===== config.mk =====
export PLATFORM = sky130hd
export DESIGN_NAME = regfile_scoreboard
export DESIGN_NICKNAME = d
export VERILOG_FILES = /design/src/rtl/regfile_scoreboard.sv
export SDC_FILE = /design/constraint.sdc
export NUM_CORES = 2
export LEC_CHECK = 0
export BUFFER_PORTS_ARGS = -buffer_cell sky130_fd_sc_hd__buf_2
export CAP_MARGIN = 20
export CORE_ASPECT_RATIO = 1.1
export CORE_UTILIZATION = 58
export DETAILED_ROUTE_END_ITERATION = 6
export HOLD_SLACK_MARGIN = 0.12
export PLACE_DENSITY_LB_ADDON = 0.3
export SYNTH_ARGS = -nofsm -noshare
export SYNTH_HDL_FRONTEND = slang
export SYNTH_SLANG_ARGS = --single-unit

===== constraint.sdc =====
create_clock -name clk -period 4.7 [get_ports clk]
set_clock_uncertainty 0.1 [all_clocks]
set_input_delay 0 -clock clk [delete_from_list [all_inputs] [get_ports clk]]
set_output_delay 0 -clock clk [all_outputs]
set_load 0.02 [all_outputs]

===== src/rtl/regfile_scoreboard.sv =====
// Parametrised 2R/1W register file with a per-entry pending-write scoreboard.
// Optional same-cycle write-to-read forwarding when REGFILE_BYPASS_EN is defined.
module regfile_scoreboard #(
    parameter int unsigned DATA_W   = 32,
    parameter int unsigned ADDR_W   = 5,
    parameter int unsigned ZERO_REG = 1
) (
    input  logic              clk,
    input  logic              rst_n,
    input  logic              wr_en,
    input  logic [ADDR_W-1:0] write_address,
    input  logic [DATA_W-1:0] write_data,
    input  logic              rsv_en,
    input  logic [ADDR_W-1:0] rsv_address,
    input  logic              rd_en,
    input  logic [ADDR_W-1:0] address_A,
    input  logic [ADDR_W-1:0] address_B,
    output logic [DATA_W-1:0] data_A,
    output logic [DATA_W-1:0] data_B,
    output logic              busy_A,
    output logic              busy_B
);

    localparam int unsigned DEPTH = 2 ** ADDR_W;

    logic [DATA_W-1:0] mem [DEPTH];
    logic [DEPTH-1:0]  busy;
    logic [DEPTH-1:0]  busy_nxt;

    logic              wr_ok_c;
    logic              rsv_ok_c;
    logic [DATA_W-1:0] rd_data_a_c;
    logic [DATA_W-1:0] rd_data_b_c;
    logic              rd_busy_a_c;
    logic              rd_busy_b_c;

    // Entry 0 silently drops writes and reservations when it is the zero register.
    always_comb begin
        wr_ok_c  = wr_en;
        rsv_ok_c = rsv_en;
        if (ZERO_REG != 0) begin
            if (write_address == '0) wr_ok_c  = 1'b0;
            if (rsv_address == '0)   rsv_ok_c = 1'b0;
        end
    end

    // Reservation is applied after the write clear: the newer producer wins.
    always_comb begin
        busy_nxt = busy;
        if (wr_ok_c)  busy_nxt[write_address] = 1'b0;
        if (rsv_ok_c) busy_nxt[rsv_address]   = 1'b1;
    end

    // Read-port sources: array contents, optionally overridden by the in-flight write.
    always_comb begin
        rd_data_a_c = mem[address_A];
        rd_data_b_c = mem[address_B];
`ifdef REGFILE_BYPASS_EN
        rd_busy_a_c = busy_nxt[address_A];
        rd_busy_b_c = busy_nxt[address_B];
        if (wr_ok_c && (write_address == address_A)) rd_data_a_c = write_data;
        if (wr_ok_c && (write_address == address_B)) rd_data_b_c = write_data;
`else
        rd_busy_a_c = busy[address_A];
        rd_busy_b_c = busy[address_B];
`endif
        if ((ZERO_REG != 0) && (address_A == '0)) begin
            rd_data_a_c = '0;
            rd_busy_a_c = 1'b0;
        end
        if ((ZERO_REG != 0) && (address_B == '0)) begin
            rd_data_b_c = '0;
            rd_busy_b_c = 1'b0;
        end
    end

    // Storage, scoreboard and registered read outputs.
    always_ff @(posedge clk) begin
        if (!rst_n) begin
            for (int i = 0; i < int'(DEPTH); i++) begin
                mem[i] <= '0;
            end
            busy   <= '0;
            data_A <= '0;
            data_B <= '0;
            busy_A <= 1'b0;
            busy_B <= 1'b0;
        end else begin
            if (wr_ok_c) mem[write_address] <= write_data;
            busy <= busy_nxt;
            if (rd_en) begin
                data_A <= rd_data_a_c;
                data_B <= rd_data_b_c;
                busy_A <= rd_busy_a_c;
                busy_B <= rd_busy_b_c;
            end
        end
    end

endmodule

==> results.sh <==
export IMPL_cts_root_buf="clkbuf_16"
export IMPL_core_area_mm2=0.101
export IMPL_num_io_pins=123
export IMPL_setup_tns_final_ps=0
export IMPL_swShare_pct=25.4
export IMPL_viasPerCell=7.09
export IMPL_layout_area_overhead_vs_synth_pct=11.6
export IMPL_globalplace_congestion=0.933
export IMPL_antenna_found_initial=13
export IMPL_p_seq_share_pct=49.1
export IMPL_post_cts_buffers=0
export IMPL_criticalPathCategory="in2reg"
export IMPL_setup_viol=0
export IMPL_p_switching_uw=6120
export IMPL_p_comb_share_pct=11.9
export IMPL_cts_htree_levels=3
export IMPL_fmax_mhz=298
export IMPL_final_core_util_pct=65.2
export IMPL_async_reset_ff_share_pct=0
export IMPL_power_share_clock_pct=39.0
export IMPL_layout_drive_gt1_share_pct=22.7
export IMPL_synth_common_cells="1024 x edfxtp_1, 1011 x and2_1, 380 x mux2i_1"
export IMPL_numCtsBuffers=115
export IMPL_cts_tree="done"
export IMPL_synth_top_cell_by_area="edfxtp_1"
export IMPL_nets=4230
export IMPL_synth_area_leaders="edfxtp_1 52%, mux4_2 14%, and2_1 11%"
export IMPL_synth_cell_types=45
export IMPL_startpoint_type="input pin"
export IMPL_dp_hpwl_mm=116
export IMPL_yosysTopAreaCellShare_pct=52.3
export IMPL_cp_end_kind="flop"
export IMPL_critPathMaxFanout=61
export IMPL_p_int_uw=17900
export IMPL_die_w_um=306
export IMPL_power_uw=24100
export IMPL_ir_drop_uv=345
export IMPL_netlist_instances=4146
export IMPL_rsz0062_at_grt="false"
export IMPL_worst_pin_slew_ps=1290
export IMPL_slew_limit_headroom_pct=14.3
export IMPL_seq_area_mm2=0.0327
export IMPL_die_area_mm2=0.103
export IMPL_maxCapViolations=0
export IMPL_holdPathStages=5
export IMPL_clock_latency_ps=730
export IMPL_antenna_left=0
export IMPL_synth_avg_cell_area_um2=14.2
export IMPL_hold_viol_final=0
export IMPL_synth_seq_cells=1122
export IMPL_power_leakage_uw=0.0233
export IMPL_track_usage_pct=38.4
export IMPL_synth_most_common_cell="edfxtp_1"
export IMPL_timing_critical_path_arrival_ps=3880
export IMPL_synth_area_mm2=0.0588
export IMPL_ys_warn_count=0
export IMPL_power_density_mw_per_mm2=367
export IMPL_reg2regPathDepth=4
export IMPL_drt_wl_total_mm=198
export IMPL_dr_pass1_iters=5
export IMPL_grt_pass1_wl_mm=279
export IMPL_num_rows=122
export IMPL_multi_input_comb_area_mm2=0.0248
export IMPL_start_util_pct=58.5
export IMPL_drc=0
export IMPL_nFillCells=6960
export IMPL_ys_seq_area_share_pct=55.6
export IMPL_vias=39600
export IMPL_port_buffers=122
export IMPL_status="complete, no violations"
export IMPL_grt_max_degree=87
export IMPL_clk_pin_slew_ps=70
export IMPL_drtIter0Drc=5652
export IMPL_required_ps=5220
export IMPL_grt_pass1_vias=39700
export IMPL_synthFlopType="edfxtp_1"
export IMPL_cts_max_path_buffers=3
export IMPL_hp_class="in2reg"
export IMPL_cts_sinks=1122
export IMPL_grt_overflow=0
export IMPL_min_period_ps=3360
export IMPL_maxSlewViolCount=0
export IMPL_period_share_pct=71.5
export IMPL_synth_edf_count=1024
export IMPL_die_h_um=336
export IMPL_wl_per_cell_um=35.4
[sequential cells by signal, summed over array words and instances, names as in the netlist]
register,flops
busy_B,1
busy,32
data_A,32
mem,1024
busy_A,1
data_B,32
[power groups by stage]
stage	clock network [uW]	registers [uW]	logic, uW
global route	9720	11900	2910
finish	9380	11800	2870
global placement	0	12000	2690
detailed placement	0	12000	2730
floorplan	0	11900	1680
CTS	9350	11800	2780
[cell families after synthesis]
| group | synth area share (%) |
|---|---|
| muxes | 21.6 |
| other | 0.00638 |
| buffers and inverters | 3.35 |
| DFF | 55.6 |
| AOI/OAI and AO/OA | 6.20 |
| and+or+nand+nor | 13.2 |
[per-layer routing]
metal | vias up | GRT usage (%) | part of all wire [%]
li1 | 15900 | - | -
met1 | 19800 | 47.2 | 33
met2 | 3129 | 57.6 | 44
met3 | 817 | 8.29 | 12
met4 | 10 | 34.2 | 11
met5 | - | 0 | 0.034
[layout make-up]
cell class                      count  share of cell area [%]
Sequential cell                  1122                    49.9
Multi-Input combinational cell   2591                    37.8
Clock buffer                      149                    4.86
Timing Repair Buffer              309                    3.80
Tap cell                         1302                    2.48
Clock inverter                     71                   0.992
Inverter                           34                   0.195
Antenna cell                        9                  0.0343
[stage by stage]
stage	hold slack, ps	instance area, um^2	worst slack, ps	std cells
after global placement	130	60900	1430	5282
after global routing	179	65600	1370	5579
after CTS	124	65500	1520	5575
final	174	65600	1340	5587
after detailed placement	136	61000	1420	5285
after floorplan	-5.68	58900	1040	4177
[final timing paths]
path / startpoint / to / slack [ps]
worst max-delay path: address_A[1] / data_A[0] / 1340
worst min-delay path: rsv_address[2] / busy[8] / 170
worst max register to register: mem[23][19] / data_A[19] / 2320
worst min register to register: busy[25] / busy[25] / 390
[critical path, stage by stage]
cell and delay (ps):
dlygate4sd3_1 580, buf_8 520, nor2b_4 990, buf_4 360
a22oi_1 110, a21oi_1 490, o311ai_1 180, dlygate4sd3_1 600
[cell usage in the layout, fill, tap and decap left out, types with 27 or more instances in the layout]
master and count:
clkinv_2 27, edfxtp_1 1024, a211oi_1 49, o211ai_1 66, dfxtp_1 98, a21oi_1 41
a221oi_1 42, a22oi_1 66, and2_1 1010, buf_2 114, conb_1 32, nand3b_1 39
mux4_2 363, o311ai_1 33, nor2_1 69, nand2_1 38, buf_4 101, o21ai_4 31
inv_1 32, o22ai_1 63, clkbuf_16 117, mux2_2 66, a2111oi_2 33, dlygate4sd3_1 70
mux2i_1 380
[repair_timing]
action                                  4_1_cts  5_1_grt
hold endpoints to repair                   1142        0
endpoints found under the setup margin        0        0
hold buffers                                 70        0
resized for setup                             0        0
No activity file was read; power rests on OpenSTA's default activity.
